<file path="config.mk">
export PLATFORM = sky130hd
export DESIGN_NAME = c4_win_scanner
export DESIGN_NICKNAME = d
export VERILOG_FILES = /design/src/rtl/connect4_pkg.sv /design/src/rtl/c4_line_match.sv /design/src/rtl/c4_win_scanner.sv
export SDC_FILE = /design/constraint.sdc
export NUM_CORES = 1
export LEC_CHECK = 0
export CAP_MARGIN = 20
export CORE_UTILIZATION = 35
export CTS_CLUSTER_DIAMETER = 200
export CTS_CLUSTER_SIZE = 10
export DETAILED_ROUTE_END_ITERATION = 8
export GPL_ROUTABILITY_DRIVEN = 0
export PLACE_DENSITY = 0.51
export REMOVE_ABC_BUFFERS = 1
export SLEW_MARGIN = 20
export SYNTH_ARGS = -nofsm -noshare
export SYNTH_HDL_FRONTEND = slang
export SYNTH_SLANG_ARGS = --single-unit
</file>
<file path="constraint.sdc">
create_clock -name clk -period 7.6 [get_ports clk]
set_input_delay 1.14 -clock clk [delete_from_list [all_inputs] [get_ports clk]]
set_output_delay 1.14 -clock clk [all_outputs]
set_load 0.005 [all_outputs]
</file>
<file path="src/rtl/connect4_pkg.sv">
// Connect-4 board geometry, cell/direction/state encodings and board lookup helpers
// shared by the win scanner and its line matcher.
package connect4_pkg;

    localparam int unsigned ROWS     = 6;
    localparam int unsigned COLS     = 7;
    localparam int unsigned WIN_LEN  = 4;
    localparam int unsigned CELLS    = ROWS * COLS;
    localparam int unsigned IDX_W    = 6;
    localparam int unsigned RC_W     = 3;
    localparam int unsigned NUM_DIRS = 4;

    typedef enum logic [1:0] {
        CELL_EMPTY = 2'd0,
        CELL_P1    = 2'd1,
        CELL_P2    = 2'd2,
        CELL_BAD   = 2'd3
    } cell_t;

    typedef enum logic [1:0] {
        DIR_H  = 2'd0,
        DIR_V  = 2'd1,
        DIR_D  = 2'd2,
        DIR_AD = 2'd3
    } dir_t;

    typedef enum logic [1:0] {
        ST_IDLE = 2'd0,
        ST_SCAN = 2'd1,
        ST_DONE = 2'd2
    } state_t;

    typedef logic [ROWS-1:0][COLS-1:0][1:0] board_t;

    // Row step for a scan direction.
    function automatic int dir_dr(int d);
        return (d == int'(DIR_H)) ? 0 : 1;
    endfunction

    // Column step for a scan direction (anti-diagonal walks left).
    function automatic int dir_dc(int d);
        if (d == int'(DIR_V))       return 0;
        else if (d == int'(DIR_AD)) return -1;
        else                        return 1;
    endfunction

    function automatic logic in_board(int r, int c);
        return (r >= 0) && (r < int'(ROWS)) && (c >= 0) && (c < int'(COLS));
    endfunction

    // Off-board positions read as CELL_BAD so they can never complete a line.
    function automatic logic [1:0] cell_at(board_t b, int r, int c);
        if (!in_board(r, c)) return 2'(CELL_BAD);
        return b[RC_W'(r)][RC_W'(c)];
    endfunction

endpackage

</file>
<file path="src/rtl/c4_line_match.sv">
// Combinational check of one candidate line of four cells.
// Ports: cell0..cell3 - cell codes along the line; valid - line lies inside the board;
//        match_c - all four equal and owned by a player; code_c - owning player code or 0.
module c4_line_match
    import connect4_pkg::*;
(
    input  logic [1:0] cell0,
    input  logic [1:0] cell1,
    input  logic [1:0] cell2,
    input  logic [1:0] cell3,
    input  logic       valid,
    output logic       match_c,
    output logic [1:0] code_c
);

    logic same;
    logic owned;

    assign same    = (cell0 == cell1) && (cell1 == cell2) && (cell2 == cell3);
    assign owned   = (cell0 == 2'(CELL_P1)) || (cell0 == 2'(CELL_P2));
    assign match_c = valid && same && owned;
    assign code_c  = match_c ? cell0 : 2'(CELL_EMPTY);

endmodule

</file>
<file path="src/rtl/c4_win_scanner.sv">
// Sequential Connect-4 win/draw scanner: snapshots the board on start and tests one
// anchor cell per clock in all four directions, reporting the first line found or a draw.
// Ports: clk, reset_n (sync, active-low); start - scan request; board - live board;
//        busy - scan running; done - one-cycle result strobe; win/winner/draw - result;
//        win_row/win_col/win_dir - anchor and direction of the winning line.
module c4_win_scanner
    import connect4_pkg::*;
(
    input  logic                               clk,
    input  logic                               reset_n,
    input  logic                               start,
    input  logic [ROWS-1:0][COLS-1:0][1:0]     board,
    output logic                               busy,
    output logic                               done,
    output logic                               win,
    output logic [1:0]                         winner,
    output logic                               draw,
    output logic [2:0]                         win_row,
    output logic [2:0]                         win_col,
    output logic [1:0]                         win_dir
);

    state_t             state_q, state_d;
    board_t             snap_q, snap_d;
    logic [IDX_W-1:0]   idx_q, idx_d;
    logic [RC_W-1:0]    row_q, row_d;
    logic [RC_W-1:0]    col_q, col_d;
    logic               busy_d, done_d, win_d, draw_d;
    logic [1:0]         winner_d, win_dir_d;
    logic [2:0]         win_row_d, win_col_d;

    logic [1:0]         line_cells [NUM_DIRS][WIN_LEN];
    logic               dir_valid  [NUM_DIRS];
    logic [NUM_DIRS-1:0] dir_match_c;
    logic [1:0]         dir_code_c [NUM_DIRS];
    logic               hit_c;
    logic [1:0]         hit_code_c;
    logic [1:0]         hit_dir_c;
    logic               board_full_c;

    // Gather the four cells of each direction starting at the current anchor.
    always_comb begin
        for (int d = 0; d < int'(NUM_DIRS); d++) begin
            dir_valid[d] = 1'b1;
            for (int k = 0; k < int'(WIN_LEN); k++) begin
                if (!in_board(int'(row_q) + k * dir_dr(d), int'(col_q) + k * dir_dc(d)))
                    dir_valid[d] = 1'b0;
                line_cells[d][k] = cell_at(snap_q,
                                           int'(row_q) + k * dir_dr(d),
                                           int'(col_q) + k * dir_dc(d));
            end
        end
    end

    for (genvar g = 0; g < int'(NUM_DIRS); g++) begin : g_dir
        c4_line_match u_match (
            .cell0   (line_cells[g][0]),
            .cell1   (line_cells[g][1]),
            .cell2   (line_cells[g][2]),
            .cell3   (line_cells[g][3]),
            .valid   (dir_valid[g]),
            .match_c (dir_match_c[g]),
            .code_c  (dir_code_c[g])
        );
    end

    // Lowest direction index wins within an anchor (H > V > D > AD).
    always_comb begin
        hit_c      = 1'b0;
        hit_code_c = 2'(CELL_EMPTY);
        hit_dir_c  = 2'(DIR_H);
        for (int d = int'(NUM_DIRS) - 1; d >= 0; d--) begin
            if (dir_match_c[d]) begin
                hit_c      = 1'b1;
                hit_code_c = dir_code_c[d];
                hit_dir_c  = 2'(d);
            end
        end
    end

    // Empty and invalid cells both count as unfilled for the draw decision.
    always_comb begin
        board_full_c = 1'b1;
        for (int r = 0; r < int'(ROWS); r++) begin
            for (int c = 0; c < int'(COLS); c++) begin
                if (!((snap_q[r][c] == 2'(CELL_P1)) || (snap_q[r][c] == 2'(CELL_P2))))
                    board_full_c = 1'b0;
            end
        end
    end

    // Next-state and next-output logic.
    always_comb begin
        state_d   = state_q;
        snap_d    = snap_q;
        idx_d     = idx_q;
        row_d     = row_q;
        col_d     = col_q;
        busy_d    = busy;
        done_d    = 1'b0;
        win_d     = win;
        winner_d  = winner;
        draw_d    = draw;
        win_row_d = win_row;
        win_col_d = win_col;
        win_dir_d = win_dir;

        case (state_q)
            ST_IDLE: begin
                if (start) begin
                    snap_d    = board;
                    idx_d     = '0;
                    row_d     = '0;
                    col_d     = '0;
                    busy_d    = 1'b1;
                    win_d     = 1'b0;
                    winner_d  = '0;
                    draw_d    = 1'b0;
                    win_row_d = '0;
                    win_col_d = '0;
                    win_dir_d = '0;
                    state_d   = ST_SCAN;
                end
            end
            ST_SCAN: begin
                if (hit_c) begin
                    win_d     = 1'b1;
                    winner_d  = hit_code_c;
                    win_row_d = row_q;
                    win_col_d = col_q;
                    win_dir_d = hit_dir_c;
                    busy_d    = 1'b0;
                    state_d   = ST_DONE;
                end else if (idx_q == IDX_W'(CELLS - 1)) begin
                    draw_d  = board_full_c;
                    busy_d  = 1'b0;
                    state_d = ST_DONE;
                end else begin
                    idx_d = idx_q + IDX_W'(1);
                    if (col_q == RC_W'(COLS - 1)) begin
                        col_d = '0;
                        row_d = row_q + RC_W'(1);
                    end else begin
                        col_d = col_q + RC_W'(1);
                    end
                end
            end
            ST_DONE: begin
                done_d  = 1'b1;
                busy_d  = 1'b0;
                state_d = ST_IDLE;
            end
            default: begin
                busy_d  = 1'b0;
                state_d = ST_IDLE;
            end
        endcase
    end

    // State and output registers.
    always_ff @(posedge clk) begin
        if (!reset_n) begin
            state_q <= ST_IDLE;
            snap_q  <= '0;
            idx_q   <= '0;
            row_q   <= '0;
            col_q   <= '0;
            busy    <= 1'b0;
            done    <= 1'b0;
            win     <= 1'b0;
            winner  <= '0;
            draw    <= 1'b0;
            win_row <= '0;
            win_col <= '0;
            win_dir <= '0;
        end else begin
            state_q <= state_d;
            snap_q  <= snap_d;
            idx_q   <= idx_d;
            row_q   <= row_d;
            col_q   <= col_d;
            busy    <= busy_d;
            done    <= done_d;
            win     <= win_d;
            winner  <= winner_d;
            draw    <= draw_d;
            win_row <= win_row_d;
            win_col <= win_col_d;
            win_dir <= win_dir_d;
        end
    end

endmodule

</file>
# --- Word level (Yosys, flattened, before mapping) ---
# Index checks and enable logic that the tools add are counted.
word_totals:
  out_inout_bits: 14
  register_bits: 112
classes:
  n_reduce_logical: 97
  n_eq_ne: 109
  n_addsub: 12
  mux: 168
  magnitude_cmp: 33
op_table:
  columns: ["op", "n"]
  rows:
  - ["$bmux W14 S3", 4]
  - ["$mux W14", 8]
  - ["$mux W2", 53]
  - ["$eq A2 B1 Y1 const B", 44]
  - ["$eq A2 B2 Y1 const B", 44]
  - ["$bmux W2 S3", 13]
  - ["$mux W1", 67]
  - ["$lt A3 B5 Y1 const B", 11]
  - ["$logic_and A1 B1 Y1", 46]
  - ["$logic_or A1 B1 Y1", 43]
  - ["$mux W3", 9]
  - ["$eq A2 B2 Y1", 12]
  - ["$ge A4 B1 Y1 const B", 6]
  - ["$lt A4 B3 Y1 const B", 6]
  - ["$pmux W3 S2", 4]
  - ["$mux W6", 3]
  - ["$add A3 B2 Y4 const B", 4]
  - ["$ge A5 B1 Y1 const B", 3]
  - ["$lt A5 B4 Y1 const B", 3]
  - ["$ne A2 B2 Y1 const B", 6]
  - ["$pmux W2 S2", 3]
  - ["$pmux W6 S2", 1]
  - ["$add A3 B1 Y4 const B", 2]
  - ["$reduce_and A4 Y1", 2]
  - ["16 further kinds", 22]

# --- Logic depth before layout (Yosys ltp) ---
depth:
  word_depth: 47
  mapped_depth: 21
  ltp_nobuf: 15

# --- By module ---
# A second synthesis with hierarchy kept.
unflattened:
  cells_unflattened: 1140
  hier_area_um2: 9611.7
modules_own_cells:
  columns: ["mod", "area_each_um2", "seq_area_each_um2", "instances", "cells_per_inst"]
  rows:
  - ["c4_win_scanner", 9336.5, 2222.1, 1, 1092]
  - ["c4_line_match", 68.8, 0.0, 4, 12]

# --- Least setup slack after synthesis ---
# OpenSTA, ideal clock, no wires.
synth_timing:
  path_kind: "reg-to-reg"
  from: "reg col_q[0]"
  to: "reg row_q[2]"
  arrival_time_ps: 4541
  n_path_buf: 7
  setup_ps: 69
  stages_incl_launch_ff: 19
  path_slack_ps: 2990
  synth_period_minus_slack_ps: 4610
  path_cell_list: "dfxtp_1 -> buf_2 -> inv_1 -> clkbuf_1 -> clkbuf_1 -> clkbuf_1 -> ha_1 -> clkbuf_1 -> clkbuf_1 -> clkbuf_1 -> mux4_2 -> a21oi_1 -> nor2_1 -> nand4_1 -> o31ai_1 -> nor2_2 -> nand2_2 -> or4_1 -> o21ai_1"
synth_via:
  elab_chain_cells: 16
  elab_cells_between_ends: 150
synth_lines:
  columns: ["element", "line_no", "source"]
  rows:
  - ["start: declaration", "c4_win_scanner.sv:27", "logic [RC_W-1:0] col_q, col_d;"]
  - ["start signal: assignment", "c4_win_scanner.sv:181", "col_q <= col_d;"]
  - ["$add A4 B1 Y5 / $add A4 B2 Y5 (equally long branches)", "c4_win_scanner.sv:46, c4_win_scanner.sv:50", null]
  - ["$ge A5 B1 Y1 / $bmux W2 S3 (equally long branches)", "connect4_pkg.sv:48, connect4_pkg.sv:54", null]
  - ["$logic_and A1 B1 Y1 / $mux W2 (equally long branches) (2 in a row)", "connect4_pkg.sv:48, connect4_pkg.sv:54", null]
  - ["$mux W2", "connect4_pkg.sv:54", "return b[RC_W'(r)][RC_W'(c)];"]
  - ["$eq A2 B2 Y1", "c4_line_match.sv:19", "assign same = (cell0 == cell1) && (cell1 == cell2) && (cell2 == cell3);"]
  - ["$logic_and A1 B1 Y1 (2 in a row)", "c4_line_match.sv:19", null]
  - ["$logic_and A1 B1 Y1 (2 in a row)", "c4_line_match.sv:21", "assign match_c = valid && same && owned;"]
  - ["$mux W1 (4 in a row)", "c4_win_scanner.sv:73", "if (dir_match_c[d]) begin"]
  - ["$ne A2 B2 Y1 (no line)", null, null]
  - ["$reduce_and A5 Y1 (no line) *", null, null]
  - ["end signal: assignment", "c4_win_scanner.sv:180", "row_q <= row_d;"]
  - ["end: declaration", "c4_win_scanner.sv:26", "logic [RC_W-1:0] row_q, row_d;"]
# Every way passes the cells marked *; elsewhere a longest branch is shown, timed or not. The select of a mux whose other input is x is not followed.
# A chain may end at the register's enable or synchronous reset.

# --- Worst setup path after layout ---
layout_timing:
  from: "reg row_q[0]"
  to: "reg row_q[2]"
layout_via:
  elab_chain_cells: 19
  elab_cells_between_ends: 160
layout_lines:
  columns: ["element", "line_no"]
  rows:
  - ["$add A3 B1 Y4 / $add A3 B2 Y4 (equally long branches)", "c4_win_scanner.sv:46, c4_win_scanner.sv:49"]
  - ["$bmux W14 S3", "connect4_pkg.sv:54"]
  - ["$mux W14 (implied by the code) (2 in a row)", "connect4_pkg.sv:54"]
  - ["$bmux W2 S3", "connect4_pkg.sv:54"]
  - ["$mux W2 (implied by the code) (2 in a row)", "connect4_pkg.sv:54"]
  - ["$mux W2", "connect4_pkg.sv:54"]
  - ["$eq A2 B2 Y1", "c4_line_match.sv:19"]
  - ["$logic_and A1 B1 Y1 (2 in a row)", "c4_line_match.sv:19"]
  - ["$logic_and A1 B1 Y1 (2 in a row)", "c4_line_match.sv:21"]
  - ["$mux W1 (4 in a row)", "c4_win_scanner.sv:73"]
  - ["$ne A2 B2 Y1 (no line)", null]
  - ["$reduce_and A5 Y1 (no line)", null]
# Parallel ways exist; a longest one is shown, timed or not. The select of a mux whose other input is x is not followed.

==> run summary <==
Status: finished, final reports clean
CTS sink count: 111
DRT Wirelength: 34900 µm
Crit-path cells: inv_1 -> ha_2 -> inv_1 -> or3_1 -> o21ai_0 -> o311ai_0 -> o221ai_1 -> or4_1 -> o22ai_1 -> or3_4 -> nor3_4 -> nand2_2 -> or4_1 -> o21ai_1
Power per cell area: 143 nW/µm²
Post-synthesis sequential area ratio: 23.0%
Maximum number of pins on one net before global-route repair: 87
CP endpoint kind: flop
CTS max path bufs: 2
Final core utilization: 41.0%
Multi-input gate area: 6940 µm²
Critical path's largest stage delay: 0.76 ns
Mux cell area share after synthesis: 20.2%
Register Area: 2230 µm²
Worst Reg-to-Reg Cells: 14
Worst hold stages: 2
Post-cts resize count: 0
Core Area: 27000 µm²
Antenna-violating nets left: 0
Starting Density: 35.8%
Hold path startpoint: win
Final hold slack: 0.445 ns
Final hold vios: 0
DR WL/cell: 22.2 µm
# nets final: 1331
Crit Path Category: flop to flop
Clock Latency Late Sink: 0.37 ns
Worst slew pin tran: 1.12 ns
Drt via density: 6.06
Largest area contributor in the netlist: dfxtp_1
Critical R2R Launch: row_q[0]
Worst-path fanout max: 34
Synth top area cells: dfxtp_1 23%, nand2_1 9.5%, mux2i_1 8.3%
Final critical-path share of the clock period: 69.0%
Vias in the first global route: 8982
Clock buffer count from CTS: 9
Worst VDD drop: 128 µV
Setup violators final: 0
Synth Register Bits: 111
CTS tree: done
Commonest non-fill, non-tap cells in the layout: 243 x nand2_1, 108 x dfxtp_1, 99 x clkdlybuf4s50_1
Die Wd: 168 µm
Die Height: 168 µm
# fillers: 2791
Root Buffer: clkbuf_16
Yosys warning total: 0
Cell count after synthesis: 1192
Worst path bufs/invs: 2
Area growth, synth to finish: 14.5%
Grt total ovfl: 0
Primary FF master, synth: dfxtp_1
Antenna violations before repair: 0
Post-Synth Simple-Gate Area: 21.9%
Startpoint Class: flop
Post-CTS Hold Buffers: 0
Die area: 28300 µm²
R2R Setup Slk: 2.36 ns
Post-DP HPWL: 26000 µm
Total design power: 1.58 mW
Synth top area share: 23.0%
Most common cell after layout, fill and taps aside: nand2_1
Cell Area, Synth: 9680 µm²
Synth Area in Compound Gates: 22.5%
Maxcap violations: 0
CP max-delay cell: ha_2
Share of cells above drive strength 1: 10.2%
Max Clk Rate: 191 MHz
Via count: 9528
Stages on worst setup path: 14
Total global-route track usage: 24.7%
Largest family of logic cells by synthesized area: compound AO/OA/AOI/OAI gates
I/O pins: 101
Post-synth EDFFs: 0
Layout Skew: 0.0107 ns
H-tree Lvls: 3
HP Class: flop to flop
Mapped Avg Cell Area: 8.12 µm²
CP delay by family, top: simple AND/OR/NAND/NOR gates
P_leak: 3.71 nW
Port buffer count: 100
FF-to-FF End: row_q[2]
Post-Synth Adder-Cell Area: 2.33%
# rows: 60
Worst EP arrival: 5.54 ns
Unique cell type count in the Yosys netlist: 89
DRC: 0
Slew Viols, Final: 0
Ys async rst share: 0%
Fin crit period: 5.24 ns
Pre-antenna DRT Iters: 7
Clk pin slew, worst setup/hold paths: 0.08 ns
Initial DRC Count: 994
Postcts setup bufs: 0
CP Data Required Time: 7.90 ns
XOR/XNOR Fraction of Synth Area: 4.64%
Worst slew margin: 24.4%
Unrepaired setup endpoints after global routing: false
Destination of the worst hold path: win
First-pass GRT wire length: 54100 µm
[layout make-up]
| cell class | count | share of cell area [%] |
|---|---|---|
| tap | 341 | 3.85 |
| clock inverter | 6 | 0.757 |
| inverter | 15 | 0.508 |
| sequential | 111 | 20.1 |
| timing repair buffer | 116 | 10.1 |
| antenna | 1 | 0.0226 |
| clock buffer | 10 | 2.07 |
| multi-input combinational | 973 | 62.6 |
[stage by stage]
step / setup WS, ns / cell area (µm²) / TNS (ns) / cells
6_report: 2.36 / 11100 / 0 / 1573
5_1_grt: 2.16 / 11100 / 0 / 1572
4_1_cts: 2.47 / 11100 / 0 / 1572
3_5_place_dp: 2.50 / 10800 / 0 / 1556
3_3_place_gp: 2.57 / 10800 / 0 / 1556
2_1_floorplan: -0.0882 / 9210 / -0.172 / 1099
[tightest hold or removal path, stage by stage (launching register included)]
cell     delay (ns)
dfxtp_1        0.32
nand2_1        0.05
nand2_1        0.04
[cell usage after synthesis (23+ instances only)]
master,n
a21boi_0,85
a21oi_1,26
clkbuf_1,53
dfxtp_1,111
mux2_2,35
mux2i_1,80
mux4_2,30
nand2_1,244
nand3_1,26
nor2_1,53
nor3_1,30
o21ai_0,28
xnor2_1,23
[logic make-up after synthesis]
logic type | after synthesis
muxes | 152
AOI/OAI and AO/OA | 296
DFF | 111
and+or+nand+nor | 460
xor gates and xnor gates | 47
adders and majority gates | 18
buffers and inverters | 108
[where the power goes]
group          switching (mW)  internal, mW
clock network           0.262         0.266
logic                   0.227         0.169
registers              0.0470         0.611
total                   0.537          1.05
[sequential cells by signal, indices dropped and copies added (netlist names)]
signal   cells
busy         1
col_q        3
done         1
draw         1
idx_q        6
row_q        3
snap_q      84
state_q      1
win          1
win_col      3
win_dir      2
win_row      3
winner       2
[worst max path at each step]
stage               endpoint  slack, ns  startpoint
finish              row_q[2]       2.36    row_q[0]
global route        col_q[0]       2.16    row_q[2]
CTS                 row_q[2]       2.47    row_q[0]
detailed placement  row_q[2]       2.50    row_q[0]
global placement    row_q[2]       2.57    row_q[0]
floorplan           row_q[2]      -0.09    row_q[0]
[routing by layer]
metal / share of wire (%) / GRT usage, % / up-vias
met4: 4.1 / 10.6 / 0
met1: 45 / 34.3 / 4559
met3: 7.6 / 3.13 / 76
met5: 0 / 0 / -
met2: 44 / 38.2 / 432
li1: - / - / 4461
Note: power is estimated with default switching activity, not from simulation.
==> RTL edit: new RTL, same flow settings <==
Set the package constant `COLS` to 14 (it was 7).
--- a/src/rtl/connect4_pkg.sv
+++ b/src/rtl/connect4_pkg.sv
@@ -5,3 +5,3 @@
     localparam int unsigned ROWS     = 6;
-    localparam int unsigned COLS     = 7;
+    localparam int unsigned COLS     = 14;
     localparam int unsigned WIN_LEN  = 4;
Interface: changed (resized board); port bits go from 101 to 185. The function was not compared with the original's and may differ.
==> RTL edit against the original RTL <==
  * Sequential cell count rose by 84
  * Worst setup slack improved by 0.30 ns
  * Power rose by 76%
  * Highest routed layer unchanged
  * Sequential power rose by 81%
  * Area after synthesis rose by 28%
  * Routed wire length rose by 20%
  * Clock skew rose by 0.011 ns
  * Final area rose by 35%
  * Maximum frequency rose by 6.1%
  * Count of clock-buffer cells in the layout rose by 7
  * Critical path depth fell by 2
  * Critical endpoint is now idx_q[2]
  * Synthesized cell count rose by 26%
==> RTL edit: results (changes against the original RTL) <==
| Metric | Value |
|---|---|
| Placed inst area | 0.0144 mm² (+34%) |
| Hold Path Cell Cnt | 2 (unchanged) |
| Post-CTS resize count | 0 (unchanged) |
| Synth-to-layout area growth | 21.5% |
| 1st-iter DRT viols | 933 (-6.1%) |
| Synthesis Warnings | 0 (unchanged) |
| Worst r2r dst | idx_q[2] |
| Post-Synth XOR/XNOR Area | 4.05% (-0.60 points) |
| Synth Area in Adders | 1.62% (-0.71 points) |
| Via/cell ratio | 5.49 (-9.4%) |
| Worst r2r src | row_q[0] |
| CTS root buffer | clkbuf_16 |
| Async set-reset flop share out of synthesis | 0% (unchanged) |
| TritonCTS Buffers | 17 (+8) |
| Layout cells sized above 1 | 8.95% (-1.3 points) |
| Clock skew | 0.0216 ns (+0.0109 ns) |
| Worst-margin pin slew | 1.11 ns (-0.0176 ns) |
| Final ANT Viol Nets | 0 (unchanged) |
| Port bufs | 184 (+84%) |
| Critical path fanouts, max | 46 (+35%) |
| First-pass GRT wire length | 65,200 µm (+20%) |
| Drt first pass iters | 5 (-2) |
| Antenna cells | 0 (-1) |
| Setup Fix Bufs, Post-CTS | 0 (unchanged) |
| R2R depth | 12 (-2) |
| Clk buf depth | 2 (unchanged) |
| Compound-Gate Fraction of Synth Area | 21.5% (-1.0 points) |
| Outcome | finished, final reports clean |
| Main area contributors after synthesis | dfxtp_1 (32%), nand2_1 (12%), a21boi_0 (10%) |
| Dpl hpwl | 30,800 µm (+19%) |
| Clk pin slew, worst setup/hold paths | 0.09 ns |
| Wirelength per Cell | 20.2 µm (-8.7%) |
| Sequential fraction of the synthesis area | 31.6% (+8.7 points) |
| Top cells by count, synth | nand2_1 (407), dfxtp_1 (195), a21boi_0 (172), clkbuf_1 (78), mux2i_1 (77) |
| Vias in the first global route | 10,911 (+21%) |
| Max IR drop VDD | 0.158 mV (+23%) |
| Register-to-Register Setup Slack | 2.66 ns (+0.30 ns) |
| Lkg Pwr | 5.45 nW (+47%) |
| Nets | 1,796 (+35%) |
| Mux share of post-synthesis cell area | 15.9% (-4.4 points) |
| Worst hold path class | reg2reg |
| Clock latency on the worst-skew pair | 0.45 ns (+0.08 ns) |
| Fill cells | 3,517 (+26%) |
| Tot GR Track Use | 23.5% (-1.1 points) |
| Hold wc startpoint | winner[0] |
| Library cells used by synthesis | 77 (-13%) |
| Ys flop type | dfxtp_1 |
| Initial antenna violation count | 0 (unchanged) |
| Largest net degree at the start of global routing | 96 (+10%) |
| CTS H-Tree Depth | 4 (+1) |
| Hold Path Sink | winner[0] |
| Largest regs | snap_q: 168 flops, idx_q: 6 flops |
RTL edit: changes by cell type after synthesis, sizes merged, moves of 13 or more:
cell / unedited run / this run
dfxtp: 111 / 195
nor3: 31 / 18
a22oi: 8 / 25
clkbuf: 54 / 78
a21boi: 87 / 172
mux2: 42 / 57
nand2: 245 / 408
nor2: 55 / 38
RTL edit: layer usage:
metal / wire, µm / track usage [%] / share of wire [%] / up-vias
li1: - / - / - / 5552
met1: 19700 / 32.7 / 47 / 5403
met2: 19200 / 37.9 / 46 / 391
met3: 2330 / 3.73 / 5.5 / 44
met4: 739 / 5.71 / 1.8 / 0
met5: 0 / 0 / 0 / -
RTL edit: metrics by stage:
stage	setup WS, ns	hold WS [ns]	std cells	total power [mW]
global route	2.33	0.488	2076	2.92
finish	2.66	0.462	2076	2.78
global placement	2.87	0.451	2045	1.87
detailed placement	2.78	0.453	2045	1.88
floorplan	1.36	0.453	1390	1.60
CTS	2.78	0.466	2076	2.80
RTL edit: logic make-up after synthesis:
kind of cell	after synthesis
and+or+nand+nor	586
adders and majority gates	16
muxes	158
DFF	195
AOI/OAI and AO/OA	365
buffers and inverters	121
xor gates and xnor gates	57
RTL edit: power by group:
part / switching [mW] / internal [mW] / total, mW
combinational: 0.360 / 0.305 / 0.665
sequential: 0.101 / 1.09 / 1.19
clock: 0.482 / 0.442 / 0.924
RTL edit: critical path, stage by stage (launching register included):
cell and delay [ns]:
dfxtp_4 0.63, buf_4 0.62, mux2_2 0.40, a222oi_1 0.69, a21o_1 0.22, a21oi_1 0.06, nor4_4 0.56, a2111oi_0 0.19
o2bb2ai_1 0.22, a32oi_2 0.30, nand3_4 0.26, or4_1 0.56, a21oi_1 0.15
RTL edit: layout make-up:
type	count	area share (%)
clock buffers	17	2.84
clock inverters	14	1.10
inverters	13	0.326
multi-input cells	1182	52.8
flip-flops and latches	195	26.1
well taps	455	3.80
repair buffers	200	13.1
RTL edit: worst max path at each step:
stage                  start       end  slack, ns  depth (start not counted)
finish              row_q[0]  idx_q[2]       2.66                         12
global route        row_q[1]  idx_q[2]       2.33                         14
floorplan           row_q[0]  idx_q[2]       1.36                         13
detailed placement  row_q[0]  idx_q[2]       2.78                         12
CTS                 row_q[0]  idx_q[2]       2.78                         12
global placement    row_q[1]  idx_q[2]       2.87                         14
